[config.mk]
export PLATFORM = sky130hd
export DESIGN_NAME = mux8_rr_sched_flat
export DESIGN_NICKNAME = d
export VERILOG_FILES = /design/src/rtl/mux8_rr_sched_if.sv /design/src/rtl/mux8_rr_sched.sv /design/src/flat_wrapper.sv
export SDC_FILE = /design/constraint.sdc
export NUM_CORES = 1
export LEC_CHECK = 0
export BUFFER_PORTS_ARGS = -buffer_cell sky130_fd_sc_hd__buf_2
export CAP_MARGIN = 20
export CORE_UTILIZATION = 40
export CTS_BUF_LIST = sky130_fd_sc_hd__clkbuf_4 sky130_fd_sc_hd__clkbuf_8 sky130_fd_sc_hd__clkbuf_16
export DETAILED_ROUTE_END_ITERATION = 10
export GPL_TIMING_DRIVEN = 0
export PLACE_DENSITY = 0.59
export SETUP_SLACK_MARGIN = 0.3
export SYNTH_ARGS = -nofsm -noshare
export SYNTH_HDL_FRONTEND = slang
export SYNTH_SLANG_ARGS = --single-unit
[constraint.sdc]
create_clock -name clk -period 4.1 [get_ports clk]
set_clock_uncertainty 0.15 [all_clocks]
set_input_delay 0.205 -clock clk [delete_from_list [all_inputs] [get_ports clk]]
set_output_delay 0.205 -clock clk [all_outputs]
set_load 0.03 [all_outputs]
[src/rtl/mux8_rr_sched_if.sv]
// Handshake bundle between the requesters and the round-robin scheduler.
// The requester side (master) drives req/in. The scheduler side (slave) drives the grant and the serial output.
interface mux8_rr_sched_if;
    logic [7:0] req;
    logic [7:0] in;
    logic [2:0] sel;
    logic [7:0] gnt;
    logic       out;
    logic       out_valid;
    logic       busy;

    modport master (
        output req,
        output in,
        input  sel,
        input  gnt,
        input  out,
        input  out_valid,
        input  busy
    );

    modport slave (
        input  req,
        input  in,
        output sel,
        output gnt,
        output out,
        output out_valid,
        output busy
    );
endinterface

[src/rtl/mux8_rr_sched.sv]
// Round-robin scheduler sharing one 8:1 single-bit mux among 8 requesters.
// A grant is held for at most MAX_HOLD cycles, and the selected bit is registered onto a serial output.
module mux8_rr_sched #(
    parameter int MAX_HOLD = 4,
    parameter int CNT_W    = 3
) (
    input  logic               clk,
    input  logic               rst_n,
    mux8_rr_sched_if.slave     bus
);

    typedef enum logic {
        IDLE  = 1'b0,
        GRANT = 1'b1
    } state_t;

    state_t           state;
    state_t           state_next;
    logic [2:0]       sel_q;
    logic [2:0]       sel_next;
    logic [2:0]       ptr;
    logic [2:0]       ptr_next;
    logic [7:0]       gnt_q;
    logic [7:0]       gnt_next;
    logic [CNT_W-1:0] hold_cnt;
    logic [CNT_W-1:0] hold_next;
    logic             out_q;
    logic             out_valid_q;

    logic             any_req;
    logic             release_now;
    logic [2:0]       scan_start;
    logic [2:0]       winner;

    // Rotating-priority search: first set bit of mask starting at start, wrapping mod 8.
    function automatic logic [2:0] arb(input logic [7:0] mask, input logic [2:0] start);
        logic [2:0] result;
        logic [2:0] idx;
        logic       found;
        result = start;
        found  = 1'b0;
        for (int k = 0; k < 8; k++) begin
            idx = start + 3'(k);
            if (!found && mask[idx]) begin
                result = idx;
                found  = 1'b1;
            end
        end
        return result;
    endfunction

    assign any_req     = |bus.req;
    assign release_now = !bus.req[sel_q] || (hold_cnt == CNT_W'(MAX_HOLD));
    assign scan_start  = (state == IDLE) ? ptr : (sel_q + 3'd1);
    assign winner      = arb(bus.req, scan_start);

    always_comb begin
        state_next = state;
        sel_next   = sel_q;
        gnt_next   = gnt_q;
        ptr_next   = ptr;
        hold_next  = hold_cnt;

        unique case (state)
            IDLE: begin
                gnt_next = 8'h00;
                if (any_req) begin
                    state_next = GRANT;
                    sel_next   = winner;
                    gnt_next   = 8'h01 << winner;
                    hold_next  = CNT_W'(1);
                end
            end
            GRANT: begin
                if (!release_now) begin
                    hold_next = hold_cnt + CNT_W'(1);
                end else begin
                    // Hand over without an idle bubble. A lone requester that owns the line is re-granted, because the scan wraps back to it.
                    ptr_next = sel_q + 3'd1;
                    if (any_req) begin
                        sel_next  = winner;
                        gnt_next  = 8'h01 << winner;
                        hold_next = CNT_W'(1);
                    end else begin
                        state_next = IDLE;
                        gnt_next   = 8'h00;
                        hold_next  = '0;
                    end
                end
            end
            default: begin
                state_next = IDLE;
                gnt_next   = 8'h00;
            end
        endcase
    end

    always_ff @(posedge clk or negedge rst_n) begin
        if (!rst_n) begin
            state    <= IDLE;
            sel_q    <= 3'd0;
            gnt_q    <= 8'h00;
            ptr      <= 3'd0;
            hold_cnt <= '0;
        end else begin
            state    <= state_next;
            sel_q    <= sel_next;
            gnt_q    <= gnt_next;
            ptr      <= ptr_next;
            hold_cnt <= hold_next;
        end
    end

    // The output lags the grant by one cycle and samples the mux with the select that is currently registered.
    always_ff @(posedge clk or negedge rst_n) begin
        if (!rst_n) begin
            out_q       <= 1'b0;
            out_valid_q <= 1'b0;
        end else begin
            out_valid_q <= |gnt_q;
            out_q       <= (|gnt_q) ? bus.in[sel_q] : 1'b0;
        end
    end

    assign bus.sel       = sel_q;
    assign bus.gnt       = gnt_q;
    assign bus.out       = out_q;
    assign bus.out_valid = out_valid_q;
    assign bus.busy      = (state == GRANT);

    a_gnt_onehot : assert property (@(posedge clk) disable iff (!rst_n)
        $onehot0(gnt_q));

    a_busy_matches_gnt : assert property (@(posedge clk) disable iff (!rst_n)
        (state == GRANT) == (gnt_q != 8'h00));

    a_gnt_matches_sel : assert property (@(posedge clk) disable iff (!rst_n)
        (gnt_q == 8'h00) || (gnt_q == (8'h01 << sel_q)));

    a_hold_bounded : assert property (@(posedge clk) disable iff (!rst_n)
        hold_cnt <= CNT_W'(MAX_HOLD));

endmodule

[src/flat_wrapper.sv]
// flat-port wrapper written by rule: the top's interface ports become plain ports
module mux8_rr_sched_flat 
#(
    parameter int MAX_HOLD = 4,
    parameter int CNT_W    = 3
)
  (clk, rst_n, bus_req, bus_in, bus_sel, bus_gnt, bus_out, bus_out_valid, bus_busy);
  mux8_rr_sched_if bus_i ();
  input  logic clk;
  input  logic rst_n;
  input wire logic [$bits(bus_i.req)-1:0] bus_req;
  input wire logic [$bits(bus_i.in)-1:0] bus_in;
  output wire logic [$bits(bus_i.sel)-1:0] bus_sel;
  output wire logic [$bits(bus_i.gnt)-1:0] bus_gnt;
  output wire logic [$bits(bus_i.out)-1:0] bus_out;
  output wire logic [$bits(bus_i.out_valid)-1:0] bus_out_valid;
  output wire logic [$bits(bus_i.busy)-1:0] bus_busy;
  assign bus_i.req = bus_req;
  assign bus_i.in = bus_in;
  assign bus_sel = bus_i.sel;
  assign bus_gnt = bus_i.gnt;
  assign bus_out = bus_i.out;
  assign bus_out_valid = bus_i.out_valid;
  assign bus_busy = bus_i.busy;
  mux8_rr_sched #(.MAX_HOLD(MAX_HOLD), .CNT_W(CNT_W)) u_core (.clk(clk), .rst_n(rst_n), .bus(bus_i));
endmodule
==> reports/qor.tcl <==
set qor(placedCellCount) 332
set qor(drtPass1Iterations) 4
set qor(post_route_cells_drive_above_1_share_pct) 34.17
set qor(grt_max_degree) 21
set qor(post-route-period-util_pct) 89.91
set qor(flow.area_growth_from_synthesis_pct) 26.49
set qor(stdcell_count) 345
set qor(globalRouteTotalUtil_pct) 21.97
set qor(die_h_um) 73.76
set qor(clock_network_latency_to_the_later_pin_of_the_worst_skew_pair_ns) 0.26
set qor(vias_in_the_first_global_route) 1763
set qor(place_worst_setup_slack_ns) -0.03352
set qor(crit_path_top_delay_cell) {mux4_2}
set qor(grt_setup_unrepaired) {false}
set qor(synth.ff_latch_count) 20
set qor(synth-seq-area-share_pct) 24.30
set qor(main_synth_ff_type) {dfrtp_1}
set qor(die_area_um2) 5440
set qor(finalWeightedCongestion) 0.8486
set qor(grt_antenna_before_repair) 0
set qor(timing.max_cap.violations) 0
set qor(post_synth_instance_area_um2) 2059
set qor(async_flop_share_pct) 100.0
set qor(worst_setup_path_start_kind) {register}
set qor(post_drt_via_cell_ratio) 5.928
set qor(setup.worst_path.class) {register to register}
set qor(ios) 32
set qor(worst_slack_ns) 0.4139
set qor(synthesis.instances) 234
set qor(netlist-cell-type-count) 60
set qor(critical_path.max_stage_delay_ns) 0.66
set qor(finalNetCount) 302
set qor(std_cell_rows) 25
set qor(post_synth_edffs) 0
set qor(io_buffers) 31
set qor(core_region_area_um2) 4848
set qor(cts_inserted_buffers) 3
set qor(cts.clk_slew.worst_paths_ns) 0.08
set qor(post-route-drc-count) 0
set qor(tightestPinTransition_ns) 0.6137
set qor(period_minus_slack_ns) 3.686
set qor(wire_per_inst_um) 16.92
set qor(depth_of_the_worst_register_to_register_path) 13
set qor(grt_remaining_overflow) 0
set qor(max_freq_ghz) 0.2713
set qor(maxSlewViolCount) 0
set qor(cp.required_ns) 4.11
set qor(cts_htree_levels) 1
set qor(synth_warnings) 0
set qor(clock_tree_from_tritoncts) {done}
set qor(timing.critical_path.fanout_max) 10
set qor(setup_viol) 0
set qor(worst_setup_path_end_kind) {register}
set qor(worstPathArrival_ns) 3.69
set qor(die_width_um) 73.76
set qor(worstPathCellList) {buf_6 > buf_4 > mux2_4 > inv_4 > clkbuf_8 > ha_4 > xnor2_2 > mux4_2 > a211oi_4 > a221oi_2 > buf_4 > xnor2_2 > a32o_1}
set qor(relative_slew_slack_pct) 57.92
set qor(drtIter0Drc) 88
set qor(hold_violation_count_in_the_final_report) 0
set qor(floorplan.initialDensity_pct) 42.48
set qor(syn-mean-instance-area_um2) 8.801
set qor(synth.net_count) 257
set qor(clock_tree.root_cell) {clkbuf_8}
set qor(detail_route.wirelength_um) 5838
set qor(max-clock-path-buffers) 2
set qor(dpl.hpwl_um) 4331
set qor(mostFrequentLayoutCell) {buf_2}
set qor(tritoncts_num_sinks) 20
set qor(antennaDiodeCount) 0
set qor(grt_pass1_wl_um) 9045
set qor(num_vias) 2045
set qor(run_status) {finished, final reports clean}
set qor(min-delay-path-class) {input pin to async pin}
set qor(antenna_viol_nets_final) 0
set qor(final_cell_mix) {buf_2, nand2_1, o21ai_0}
-- worst max-delay path: cells and delay by family, from the launching register on --
family / cells / cell delay, ns
compound gates: 3 / 0.77
xor+xnor: 2 / 0.32
fa+ha+maj: 1 / 0.16
buf+inv: 5 / 0.73
flops: 1 / 0.41
mux: 2 / 1.02
-- cell families (layout without fill, tap and decap cells) --
| family | after synthesis | after routing | synth area share (%) |
|---|---|---|---|
| and+or+nand+nor | 86 | 86 | 22.06 |
| xor gates and xnor gates | 9 | 9 | 5.468 |
| AOI/OAI and AO/OA | 75 | 75 | 25.46 |
| adders and majority gates | 5 | 5 | 3.038 |
| DFF | 20 | 20 | 24.30 |
| buffers and inverters | 18 | 62 | 4.374 |
| muxes | 21 | 21 | 15.31 |
-- synth_stat cells, drive strengths merged (3+ instances only) --
library cell	n	share of area, %
a32o	5	2.4
ha	5	3.0
inv	7	1.3
or4	3	1.1
or2	3	0.91
a211oi	5	2.1
o21ai	21	5.1
a21o	6	2.2
mux2i	6	2.9
nor3	9	2.9
mux4	7	7.8
dfrtp	20	24
nand3	16	3.9
clkbuf	5	0.91
nand2	24	4.7
mux2	8	4.6
o211ai	3	1.1
o31ai	5	1.8
and2	9	2.7
nor2	12	2.2
buf	6	2.2
a21oi	13	3.2
xnor2	7	4.6
nor4	3	0.91
-- area by class of cell --
cell class                      count  area (um^2)
Fill cell                         446         2243
Inverter                            7        28.78
Clock buffer                        3        41.29
Tap cell                           67        83.83
Timing Repair Buffer               40        237.7
Multi-Input combinational cell    196         1598
Buffer                             11        82.58
Sequential cell                    20        503.0
Clock inverter                      1        30.03
-- final timing paths --
check	start	to	slack [ns]
setup / recovery	u_core.bus.busy	u_core.bus.gnt[6]	0.41
hold / removal	rst_n	u_core.hold_cnt[1]	0.27
setup reg to reg	u_core.bus.busy	u_core.bus.gnt[6]	0.41
hold reg to reg	u_core.bus.gnt[0]	u_core.bus.gnt[0]	0.36
max in group asynchronous	rst_n	u_core.bus.sel[1]	3.20
min in group clk	bus_in[0]	u_core.bus.out	0.31
-- per-layer routing --
metal | wire [um] | share of wire [%] | up-vias | global-route usage (%)
met2 | 2615 | 45 | 70 | 31.50
met5 | 0 | 0 | - | 0
met1 | 2716 | 47 | 980 | 33.47
li1 | - | - | 984 | -
met3 | 388 | 6.6 | 11 | 3.567
met4 | 117 | 2.0 | 0 | 6.410
-- flip-flops by register name (all words and copies together), names as in the netlist --
name	cells
u_core.bus.busy	1
u_core.bus.gnt	8
u_core.bus.out	1
u_core.bus.out_valid	1
u_core.bus.sel	3
u_core.hold_cnt	3
u_core.ptr	3
-- stage by stage --
stage	area, um^2	setup TNS (ns)	hold slack (ns)	utilization (%)
2_1_floorplan	2063	0	-0.2406	-
3_3_place_gp	2302	-0.2413	0.02942	47.48
3_5_place_dp	2302	-0.1105	0.02784	47.48
4_1_cts	2440	0	0.2815	50.32
5_1_grt	2605	0	0.3006	53.73
6_report	2605	0	0.2652	53.73
-- timing repair --
action | 4_1_cts | 5_1_grt
hold buffers | 1 | 0
gates resized for setup | 10 | 21
endpoints found under the setup margin | 11 | 11
pin swaps | 0 | 7
setup buffers | 1 | 7
hold endpoints to repair | 20 | 0
Power is not shown: default switching activity piles up to over one toggle a cycle in this logic, so the estimate is an artifact.
